### src/rtl/cpu86_mem_arbiter.sv
// Two-requester round-robin arbiter onto a single registered memory request channel.
// An in-order ID FIFO steers each read response back to the requester that issued it.
module cpu86_mem_arbiter #(
  parameter int REQ_W      = 64,
  parameter int RES_W      = 32,
  parameter int REQ_WR_BIT = 63,
  parameter int OUTST      = 8
) (
  input  logic             clk,
  input  logic             reset,
  input  logic             s0_req_tvalid,
  output logic             s0_req_tready,
  input  logic [REQ_W-1:0] s0_req_tdata,
  input  logic             s1_req_tvalid,
  output logic             s1_req_tready,
  input  logic [REQ_W-1:0] s1_req_tdata,
  output logic             m_req_tvalid,
  input  logic             m_req_tready,
  output logic [REQ_W-1:0] m_req_tdata,
  input  logic             s_res_tvalid,
  input  logic [RES_W-1:0] s_res_tdata,
  output logic             m0_res_tvalid,
  output logic [RES_W-1:0] m0_res_tdata,
  output logic             m1_res_tvalid,
  output logic [RES_W-1:0] m1_res_tdata,
  output logic             err_orphan
);

  localparam int AW = (OUTST > 1) ? $clog2(OUTST) : 1;
  localparam logic [AW:0] FULL_CNT = (AW+1)'(OUTST);
  localparam logic [AW:0] ZERO_CNT = (AW+1)'(0);
  localparam logic [AW-1:0] PTR_ONE = AW'(1);

  logic            id_mem_r [OUTST];
  logic [AW-1:0]   wr_ptr_r;
  logic [AW-1:0]   rd_ptr_r;
  logic [AW:0]     id_cnt_r;
  logic            prio_r;

  logic             slot_free_s;
  logic             wr0_s;
  logic             wr1_s;
  logic             room_s;
  logic             elig0_s;
  logic             elig1_s;
  logic             grant0_s;
  logic             grant1_s;
  logic [REQ_W-1:0] win_data_s;
  logic             push_s;
  logic             push_id_s;
  logic             pop_s;
  logic             orphan_s;
  logic             head_id_s;

  // Arbitration, FIFO push/pop decisions and response steering
  always_comb begin
    slot_free_s = !m_req_tvalid || m_req_tready;
    wr0_s       = s0_req_tdata[REQ_WR_BIT];
    wr1_s       = s1_req_tdata[REQ_WR_BIT];
    room_s      = (id_cnt_r < FULL_CNT);
    elig0_s     = s0_req_tvalid && (wr0_s || room_s);
    elig1_s     = s1_req_tvalid && (wr1_s || room_s);
    grant0_s    = 1'b0;
    grant1_s    = 1'b0;
    // prio_r = 1 means requester 1 wins a tie
    if (!reset && slot_free_s) begin
      grant0_s = elig0_s && (!elig1_s || !prio_r);
      grant1_s = elig1_s && (!elig0_s || prio_r);
    end else begin
      grant0_s = 1'b0;
      grant1_s = 1'b0;
    end
    if (grant1_s) begin
      win_data_s = s1_req_tdata;
    end else begin
      win_data_s = s0_req_tdata;
    end
    push_s    = (grant0_s && !wr0_s) || (grant1_s && !wr1_s);
    push_id_s = grant1_s;
    // An empty FIFO with a same-cycle push forwards the pushed id straight to the head
    pop_s     = s_res_tvalid && ((id_cnt_r != ZERO_CNT) || push_s);
    orphan_s  = s_res_tvalid && !pop_s;
    if (id_cnt_r == ZERO_CNT) begin
      head_id_s = push_id_s;
    end else begin
      head_id_s = id_mem_r[rd_ptr_r];
    end
  end

  assign s0_req_tready = grant0_s;
  assign s1_req_tready = grant1_s;

  // Request register, ID FIFO state and response outputs
  always_ff @(posedge clk) begin
    if (reset) begin
      m_req_tvalid  <= 1'b0;
      m_req_tdata   <= {REQ_W{1'b0}};
      prio_r        <= 1'b0;
      wr_ptr_r      <= {AW{1'b0}};
      rd_ptr_r      <= {AW{1'b0}};
      id_cnt_r      <= ZERO_CNT;
      m0_res_tvalid <= 1'b0;
      m0_res_tdata  <= {RES_W{1'b0}};
      m1_res_tvalid <= 1'b0;
      m1_res_tdata  <= {RES_W{1'b0}};
      err_orphan    <= 1'b0;
      for (int i = 0; i < OUTST; i++) begin
        id_mem_r[i] <= 1'b0;
      end
    end else begin
      if (grant0_s || grant1_s) begin
        m_req_tvalid <= 1'b1;
        m_req_tdata  <= win_data_s;
        prio_r       <= grant0_s;
      end else if (m_req_tready) begin
        m_req_tvalid <= 1'b0;
      end
      if (push_s) begin
        id_mem_r[wr_ptr_r] <= push_id_s;
        wr_ptr_r           <= wr_ptr_r + PTR_ONE;
      end
      if (pop_s) begin
        rd_ptr_r <= rd_ptr_r + PTR_ONE;
      end
      case ({push_s, pop_s})
        2'b10:   id_cnt_r <= id_cnt_r + (AW+1)'(1);
        2'b01:   id_cnt_r <= id_cnt_r - (AW+1)'(1);
        default: id_cnt_r <= id_cnt_r;
      endcase
      m0_res_tvalid <= pop_s && !head_id_s;
      m1_res_tvalid <= pop_s && head_id_s;
      if (pop_s && !head_id_s) begin
        m0_res_tdata <= s_res_tdata;
      end
      if (pop_s && head_id_s) begin
        m1_res_tdata <= s_res_tdata;
      end
      if (orphan_s) begin
        err_orphan <= 1'b1;
      end
    end
  end

endmodule

### config.mk
export PLATFORM = sky130hd
export DESIGN_NAME = cpu86_mem_arbiter
export DESIGN_NICKNAME = d
export VERILOG_FILES = /design/src/rtl/cpu86_mem_arbiter.sv
export SDC_FILE = /design/constraint.sdc
export NUM_CORES = 1
export LEC_CHECK = 0
export ABC_CLOCK_PERIOD_IN_PS = 4300
export BUFFER_PORTS_ARGS = -buffer_cell sky130_fd_sc_hd__buf_2
export CELL_PAD_IN_SITES_DETAIL_PLACEMENT = 0
export CELL_PAD_IN_SITES_GLOBAL_PLACEMENT = 2
export CORE_ASPECT_RATIO = 1.4
export CORE_MARGIN = 4
export CORE_UTILIZATION = 29
export CTS_CLUSTER_SIZE = 16
export DETAILED_ROUTE_END_ITERATION = 16
export GPL_TIMING_DRIVEN = 0
export PLACE_DENSITY = 0.85
export SETUP_SLACK_MARGIN = 0.1
export SYNTH_ARGS = -nofsm -noshare
export SYNTH_HDL_FRONTEND = slang
export SYNTH_SLANG_ARGS = --single-unit
### constraint.sdc
create_clock -name clk -period 4.3 [get_ports clk]
set_clock_uncertainty 0.05 [all_clocks]
set_input_delay 0.215 -clock clk [delete_from_list [all_inputs] [get_ports clk]]
set_output_delay 0.215 -clock clk [all_outputs]
set_load 0.005 [all_outputs]
# After elaboration in Yosys (flattened, before gate mapping)
# Memories as Yosys holds them, arrays and structs flattened. A register that Yosys moved wholly into a read port is not among the register bits.
# Index checks and enable logic that the tools add are counted.
# word_totals
reg_bits	143
mem_bits_rw	8
input_bits	166
wordCells	69
n_memories	1
# memory_table
memory	words	word_bits	read_ports	rd_clocked_by_memory_dff	write_ports	line	source
id_mem_r	8	1	1	1	8	34	logic id_mem_r [OUTST];
# op_classes
addsub	4
n_lt_le_gt_ge	1
eq_ne	2
muxes	17
reduce_logical	33
# ops
op	count
2-to-1 mux 64 bit	1
2-to-1 mux 1 bit	12
logical AND 1 bit	11
zero test 1 bit	9
2-to-1 mux 3 bit	3
logical OR 1 bit	8
case mux 4 bit (2 select lines)	1
adder 3 x 1 -> 3 bit (second input constant)	2
adder 4 x 1 -> 4 bit (second input constant)	1
zero test 4 bit	1
< comparator 4 bit (second input constant)	1
nonzero test 2 bit	2
nonzero test 4 bit	1
subtractor 4 x 1 -> 4 bit (second input constant)	1
equality test 2 x 1 -> 1 bit (second input constant)	1
equality test 2 bit (second input constant)	1
OR reduction 1 bit	1

# Longest topological paths before layout
# Gate-level depths: netlist of run 1.
# depth
depth_word	14
mapped_depth	12

# Least setup slack after synthesis of run 1
# No wires, ideal clock.
# synth_path
path_type	reg2reg
from	register id_cnt_r[1]
to	register id_cnt_r[2]
arrival_ns	2.472
required_ns	4.180
slack_ns	1.708
stages_incl_launch_ff	12
path_cell_list	dfxtp_1 -> clkbuf_2 -> or4_1 -> a21oi_1 -> nor2_1 -> ha_1 -> xor2_1 -> ha_1 -> a21oi_1 -> xor2_1 -> or3_1 -> a21oi_1
# synth_via
elab_chain_len	13
word_cells_on_any_way	25
cone_classes	2 x add/sub; 1 x order compare; 2 x eq/ne; 3 x mux; 17 x reduce/logical
# synth_lines
element	line	source
start: declaration	37	logic [AW:0] id_cnt_r;
start signal: assignment	126	2'b10: id_cnt_r <= id_cnt_r + (AW+1)'(1);
start signal: assignment	127	2'b01: id_cnt_r <= id_cnt_r - (AW+1)'(1);
start signal: assignment	128	default: id_cnt_r <= id_cnt_r;
< comparator 4 bit	60	room_s = (id_cnt_r < FULL_CNT);
logical OR 1 bit (on tied branches)	62, 61	
logical AND 1 bit (on tied branches)	62, 61	
zero test 1 bit (on tied branches)	67, 68	
logical OR 1 bit (on tied branches)	67, 68	
logical AND 1 bit (on tied branches)	67, 68	
2-to-1 mux 1 bit	66	if (!reset && slot_free_s) begin
logical AND 1 bit	78	push_s = (grant0_s && !wr0_s) || (grant1_s && !wr1_s);
logical OR 1 bit	78	
logical OR 1 bit *	81	pop_s = s_res_tvalid && ((id_cnt_r != ZERO_CNT) || push_s);
logical AND 1 bit *	81	
named net pop_s	51	logic pop_s;
equality test 2 x 1 -> 1 bit or equality test 2 bit (tied branches)	125	case ({push_s, pop_s})
case mux 4 bit (2 select lines) or nonzero test 2 bit (tied branches)	n/a	
# Mark *: on every way through the listed nets, which the timed path passes. The rest lies on a longest branch.
# A chain may end at the register's enable or synchronous reset.

# Worst setup path after layout of run 1
# Ends and elaborated chain as after synthesis.

==> impl_results.md, run 1 <==
- Status: finished, final reports clean
- Drt pass-1 iters: 4
- CTS HTree Levels: 4
- TNS Setup: 0 ns
- Critical Path End: id_cnt_r[2]
- Seq cells post-synth: 154
- Final nets: 1169
- P_leak: 4.816 nW
- Post-route DRC: 0
- Crit path kind: reg2reg
- Hold WC Path Type: in2reg
- Synth-to-layout area growth: 39.08%
- Pwr dens: 504.8 mW/mm2
- Post-synthesis compound-gate area fraction: 10.76%
- Synth Warn #: 0
- Worst Path Arrival: 3.30 ns
- Synth Area per Inst: 9.696 um2
- Root buffer cell: clkbuf_16
- Hold Crit Start: s_res_tdata[2]
- Max Freq: 332.5 MHz
- CTS Buf Count: 17
- GR Layer Usage met3: 4.976%
- Tmin final: 3.008 ns
- Chip width: 134.9 um
- Filler cell count in the final layout: 2254
- Crit. End Element: flop
- Initial antenna violation count: 2
- Maximum VDD drop: 0.2789 mV
- Gpl congestion: 0.7487
- Fraction of registers with async set/reset: 0%
- Synth Flop Type: dfxtp_1
- Least-Margin Pin Slew: 0.5879 ns
- Vias in the first global route: 5889
- Syn Nets: 845
- Global-route wire length before repair: 31.41 mm
- GR met2 Demand/Resource: 29.01%
- Total power: 4.588 mW
- Worst r2r dst: id_cnt_r[2]
- Die ar.: 0.02503 mm2
- Post-Synth XOR/XNOR Area: 0.6701%
- Worst skew pair latency: 0.42 ns
- Antenna Cells: 0
- Post-synth EDFFs: 8
- Startpoint types: flop
- CP required: 4.60 ns
- Worst Reg-to-Reg Cells: 11
- Initial core utilization: 29.68%
- RSZ-0062 raised after global routing: false
- Vias: 5918
- Core area: 0.02202 mm2
- Simple-gate portion of the synthesized area: 13.82%
- Tot GR Track Use: 16.07%
- GRT overflow: 0
- CP startpoint: id_cnt_r[1]
- Final hold viol count: 0
- Final period util: 69.94%
- Slew Limit Fails: 0
- Crit-path max FO: 8
- R2R Path Start: id_cnt_r[1]
- Die height: 185.6 um
- Final setup violation count: 0
- Sink Count: 154
- Met1 usage: 17.87%
- Mapped Cells: 674
- Max Cap Viol: 0
- Post-synthesis sequential area ratio: 48.40%
- Io pins: 300
- Synth unique cells: 46
- Max transition margin: 60.81%
- Syn Std Cell Area: 0.006535 mm2
- Gr busiest metal: met2
- Worst-path clk slew: 0.07 ns
- Pin count of the biggest net entering global routing: 17
- Hpwl dp: 16.50 mm
- Post-DR vias/cell: 4.524
- Routed Antenna Nets: 0
- I/O Buffers: 299
- Reg2reg setup slack: 1.29 ns
- # rows: 64
- Mux contribution to synthesized area: 20.22%
- Synth Area in Adders: 0.9573%
- Iter 0 DRT Violations: 167
- CTS tree: built
- Final WL: 21.07 mm
- Max clock buf depth: 2
- Routed length per instance: 16.11 um
- Layout cell share with drive strength beyond 1: 35.51%
- Combinational family with the most area after synthesis: multiplexers
stage by stage:
| stage | cell area [um2] | util [%] | hold WS (ns) | worst slack [ns] | cells |
|---|---|---|---|---|---|
| finish | 9089 | 41.27 | 0.01665 | 1.292 | 1308 |
| global route | 9089 | 41.27 | 0.006714 | 1.111 | 1308 |
| CTS | 9089 | 41.27 | 0.0008603 | 1.261 | 1308 |
| detailed placement | 8403 | 38.16 | 0.3991 | 1.304 | 1270 |
| global placement | 8403 | 38.16 | 0.3929 | 1.299 | 1270 |
| floorplan | 6535 | - | 0.3162 | 1.708 | 674 |
worst min-delay path by stage:
stage                     cells past startpoint               end  slack (ns)
final                                         3   m1_res_tdata[2]        0.02
after global routing                          3   m1_res_tdata[2]       0.007
after CTS                                     3  m0_res_tdata[24]      0.0009
after detailed placement                      2   m1_res_tdata[6]        0.40
after global placement                        2  m1_res_tdata[17]        0.39
after floorplan                               2        err_orphan        0.32
layout make-up:
| class | instances | area (um2) | share of cell area (%) |
|---|---|---|---|
| Multi-Input combinational cell | 457 | 3034 | 33.38 |
| Sequential cell | 154 | 3163 | 34.80 |
| Clock buffer | 17 | 425.4 | 4.681 |
| Clock inverter | 15 | 200.2 | 2.203 |
| Tap cell | 297 | 371.6 | 4.089 |
| Buffer | 53 | 297.8 | 3.276 |
| Timing Repair Buffer | 305 | 1556 | 17.13 |
| Inverter | 10 | 40.04 | 0.4405 |
synth_stat cells (all sizes together), types with 2 or more instances:
cell / number / area, um2
inv: 10 / 40.04
nor4: 2 / 12.51
xor2: 3 / 26.28
a211oi: 63 / 473.0
nor4bb: 2 / 20.02
o31ai: 5 / 37.54
clkbuf: 28 / 106.4
nor2b: 2 / 12.51
o21ai: 9 / 48.79
edfxtp: 8 / 240.2
or3: 2 / 12.51
or4: 4 / 30.03
nor2: 79 / 296.5
xnor2: 2 / 17.52
nand2b: 4 / 25.02
nor3: 9 / 50.05
o21a: 4 / 30.03
mux2i: 132 / 1321
dfxtp: 146 / 2923
buf: 25 / 191.4
a21oi: 9 / 45.04
nand2: 107 / 401.6
ha: 5 / 62.56
power by group:
| part | switching [mW] | internal, mW | total, mW |
|---|---|---|---|
| combinational | 0.624 | 0.560 | 1.18 |
| sequential | 0.125 | 1.67 | 1.79 |
| clock | 0.671 | 0.940 | 1.61 |
logic make-up after synthesis:
kind of cell             Yosys count
AO/OA/AOI/OAI                     98
flip-flops                       154
buffers and inverters             63
XOR/XNOR                           5
multiplexers                     132
adder cells (fa/ha/maj)            5
AND/OR/NAND/NOR                  217
worst max-delay path: stages (launching register included):
cell and delay (ns):
dfxtp_1 0.30, clkbuf_2 0.15, or4_1 0.54, a21oi_1 0.45, nor2_1 0.13, ha_1 0.27, xor2_1 0.16, ha_1 0.18
a21oi_1 0.15, xor2_1 0.09, or3_1 0.32, a21oi_1 0.14
routing by layer:
metal	wire [um]	vias up
li1	-	3002
met1	8619	2654
met2	10500	233
met3	1535	25
met4	389	4
met5	21	-
placed cells by master (no fill, tap or decap), drive strengths merged, types with 8 or more instances in the layout:
cell type	instances
o21ai	9
a211oi	63
clkbuf	45
nand2	107
a21oi	9
nor3	9
nor2	79
buf	324
edfxtp	8
inv	20
dfxtp	146
mux2i	132
sequential cells by signal (all words and copies together), names as in the netlist, named ones only:
signal and cells:
rd_ptr_r 3, m1_res_tdata 32, m0_res_tdata 32, err_orphan 1, id_cnt_r 4, id_mem_r 8, m_req_tvalid 1, m1_res_tvalid 1
wr_ptr_r 3, prio_r 1, m_req_tdata 64, m0_res_tvalid 1
repair_timing:
action / CTS / global route
endpoints found under the hold margin: 10 / 0
setup buffers: 0 / 0
hold buffers: 6 / 0
gates resized for setup: 0 / 0
No activity file was read; power rests on OpenSTA's default activity.
==> run 2: changes to the inputs <==
--- a/config.mk
+++ b/config.mk
@@ -5,17 +5,18 @@
 export SDC_FILE = /design/constraint.sdc
 export NUM_CORES = 1
 export LEC_CHECK = 0
-export ABC_CLOCK_PERIOD_IN_PS = 4300
+export ABC_AREA = 1
+export ABC_CLOCK_PERIOD_IN_PS = 2700
 export BUFFER_PORTS_ARGS = -buffer_cell sky130_fd_sc_hd__buf_2
 export CELL_PAD_IN_SITES_DETAIL_PLACEMENT = 0
 export CELL_PAD_IN_SITES_GLOBAL_PLACEMENT = 2
 export CORE_ASPECT_RATIO = 1.4
 export CORE_MARGIN = 4
-export CORE_UTILIZATION = 29
+export CORE_UTILIZATION = 22
 export CTS_CLUSTER_SIZE = 16
 export DETAILED_ROUTE_END_ITERATION = 16
 export GPL_TIMING_DRIVEN = 0
-export PLACE_DENSITY = 0.85
+export PLACE_DENSITY = 0.74
 export SETUP_SLACK_MARGIN = 0.1
 export SYNTH_ARGS = -nofsm -noshare
 export SYNTH_HDL_FRONTEND = slang
==> constraint.sdc (replaced) <==
create_clock -name clk -period 2.7 [get_ports clk]
set_clock_uncertainty 0.05 [all_clocks]
set_input_delay 0.135 -clock clk [delete_from_list [all_inputs] [get_ports clk]]
set_output_delay 0.135 -clock clk [all_outputs]
set_load 0.005 [all_outputs]
==> run 2 against run 1 <==
Cell count rose by 41%. Flip-flop and latch count unchanged. Critical path depth increased by 3. First-iteration DRC count is 23% higher. Global-route usage down 0.65 points. Clock power increased by 57%. Largest cell class is now non-clock buffers. Sequential share of layout area decreased by 6.2 points. Worst setup slack worse by 0.97 ns. Critical path type unchanged. Non-clock buffer count grew 154.
==> impl_results.md, run 2 <==
- # rows: 76
- Global-route wire length before repair: 41.75 mm
- Hold WC Path Type: in2reg
- Status: finished, final reports clean
- Crit-path max FO: 4
- Max Cap Viol: 0
- Root buffer cell: clkbuf_16
- Max reg flops: 64
- I/O Buffers: 297
- Placed cell area: 0.008881 mm2
- Maximum VDD drop: 0.4091 mV
- Synth unique cells: 30
- Commonest cells after routing, fill and taps aside: 316 x buf_2, 257 x nand2_1, 150 x dlygate4sd3_1
- Core area: 0.03090 mm2
- Worst path slowest cell: dfxtp_1
- Synth Flop Type: dfxtp_1
- Fin area: 0.01105 mm2
- Most used cell, CP: inv_1
- Final nets: 1609
- P_leak: 5.636 nW
- Pwr dens: 810.6 mW/mm2
- Worst-path clk slew: 0.07 ns
- Vias: 7728
- Gpl congestion: 0.7924
- GRT overflow: 0
- Pin count of the biggest net entering global routing: 17
- Post-synthesis sequential area ratio: 45.80%
- Final hold viol count: 0
- Post-synth EDFFs: 8
- Syn Std Cell Area: 0.006907 mm2
- Mapped Cells: 970
- Worst skew pair latency: 0.44 ns
- Routed Antenna Nets: 0
- Seq cells post-synth: 154
- Hpwl dp: 20.35 mm
- Multi-input gate area: 0.002974 mm2
- Chip width: 157.7 um
- Post-synth top cells: 258 x nand2_1, 146 x dfxtp_1, 140 x nor2_1
- CTS tree: built
- Post-Synth XOR/XNOR Area: 0.5072%
- Die height: 217.6 um
- FF/Latch Area: 0.003163 mm2
- RSZ-0062 raised after global routing: false
- Largest registers: m_req_tdata: 64 flops, m0_res_tdata: 32 flops, m1_res_tdata: 32 flops
- Crit-path cells: nand2_1, nand2_2, nor2_2, nand3_1, nand3_4, nand2_4, inv_1, ha_2, xor2_2, ha_1, a21oi_1, xnor2_1, o21ai_0, inv_1
- Post-synth top area cell: dfxtp_1
- Crit path kind: reg2reg
- TNS Setup: 0 ns
- Tmin final: 2.378 ns
- Routed length per instance: 14.42 um
- Final setup violation count: 0
- Largest register by flop count: m_req_tdata
- CTS Buf Count: 17
- Vias in the first global route: 8026
- Yosys top cell area share: 42.32%
- Crit. End Element: flop
- Initial antenna violation count: 1
- Fraction of registers with async set/reset: 0%
- Worst Path Arrival: 2.66 ns
- Post-synthesis compound-gate area fraction: 9.022%
- CP required: 2.98 ns
- Commonest non-fill, non-tap cell in the layout: buf_2
- Initial core utilization: 22.35%
- Synth Area per Inst: 7.120 um2
- Final WL: 26.57 mm
- Max transition margin: 60.30%
- Syn Nets: 1141
- Sink Count: 154
- Post-DR vias/cell: 4.195
- Final period util: 88.09%
- Filler cell count in the final layout: 3342
- Max Freq: 420.4 MHz
- Ranking of synthesized cells by area: dfxtp_1 42%, nand2_1 14%, nor2_1 7.6%, o211ai_1 6.8%, inv_1 6.6%
- Slew Limit Fails: 0
- Synth Warn #: 0
- Mux contribution to synthesized area: 0%
- Synth Area in Adders: 0.9058%
- Drt pass-1 iters: 4
- Post-route DRC: 0
- Simple-gate portion of the synthesized area: 32.16%
- Startpoint types: flop
- Io pins: 300
- Die ar.: 0.03433 mm2
- Dominant cell by count in the synthesized netlist: nand2_1
- CTS HTree Levels: 4
- Slowest stage delay, CP: 0.32 ns
- Synth-to-layout area growth: 59.96%
- Combinational family with the most area after synthesis: simple AND/OR/NAND/NOR gates
- Max clock buf depth: 2
- Layout cell share with drive strength beyond 1: 26.46%
- Least-Margin Pin Slew: 0.5955 ns
- Tot GR Track Use: 15.43%
- Iter 0 DRT Violations: 205
==> run 2: changes by cell type after synthesis, moves of 9 or more <==
| cell | delta |
|---|---|
| nand2_1 | +151 |
| mux2i_1 | -132 |
| inv_1 | +113 |
| nand3_1 | +76 |
| a211oi_1 | -63 |
| o211ai_1 | +63 |
| nor2_1 | +61 |
| nand4_1 | +35 |
| buf_1 | +13 |
| buf_2 | +10 |
| clkbuf_1 | -9 |
==> run 2: kinds of logic after synthesis <==
family | after synthesis
adders and majority gates | 5
xor gates and xnor gates | 4
buffers and inverters | 189
and+or+nand+nor | 526
AOI/OAI and AO/OA | 92
DFF | 154
==> run 2: layout make-up <==
| type | count | share of cell area (%) |
|---|---|---|
| Antenna cell | 1 | 0.02265 |
| Buffer | 63 | 3.012 |
| Clock buffer | 17 | 3.851 |
| Clock inverter | 15 | 1.642 |
| Inverter | 126 | 4.326 |
| Multi-Input combinational cell | 627 | 26.92 |
| Sequential cell | 154 | 28.63 |
| Tap cell | 390 | 4.417 |
| Timing Repair Buffer | 449 | 27.18 |
==> run 2: worst max-delay path: cells and delay by family, from the launching register on <==
family | cells | cell delay, ns
compound gates | 2 | 0.20
xor+xnor | 2 | 0.34
fa+ha+maj | 2 | 0.44
buf+inv | 2 | 0.19
flops | 1 | 0.32
simple gates | 6 | 0.72
==> run 2: worst paths after layout <==
| path | start | to | slack, ns | cells past startpoint |
|---|---|---|---|---|
| min | s0_req_tdata[54] | m_req_tdata[54] | 0.02 | 5 |
| min reg2reg | m1_res_tdata[24] | m1_res_tdata[24] | 0.43 | 2 |
| max | m_req_tvalid | id_cnt_r[2] | 0.32 | 14 |
| max reg2reg | m_req_tvalid | id_cnt_r[2] | 0.32 | 14 |
==> run 2: what timing repair did <==
action	in CTS	in global routing
hold buffers	150	0
setup buffers	1	1
gates resized for setup	0	16
setup endpoints to repair	1	31
hold endpoints to repair	123	0
pin swaps	1	1
==> run 2: metal layers <==
metal  vias to the layer above  routed length, um  global-route usage [%]
met5                         -                 13                       0
met4                         2                626                   5.595
met3                        35               2277                   5.817
met2                       260              13180                   27.64
met1                      3410              10470                   16.29
li1                       4021                  -                       -
==> run 2: stage by stage <==
step                      power [mW]  instances  hold WS [ns]  utilization, %  worst slack, ns
after floorplan                4.981        970        0.2870               -           0.5371
after global placement         6.228       1657        0.3373           28.74          0.09659
after detailed placement       6.248       1657        0.3365           28.74          0.07016
after CTS                      9.071       1840     0.0009243           35.58           0.1355
after global routing           9.657       1841       0.03490           35.74          0.07934
final                          8.955       1842       0.02181           35.75           0.3216
==> run 2: power breakdown <==
part           switching, mW  leakage [nW]  internal (mW)
clock                   1.12         0.289           1.40
sequential             0.320          1.29           2.87
combinational           1.82          4.06           1.42
total                   3.27          5.64           5.69
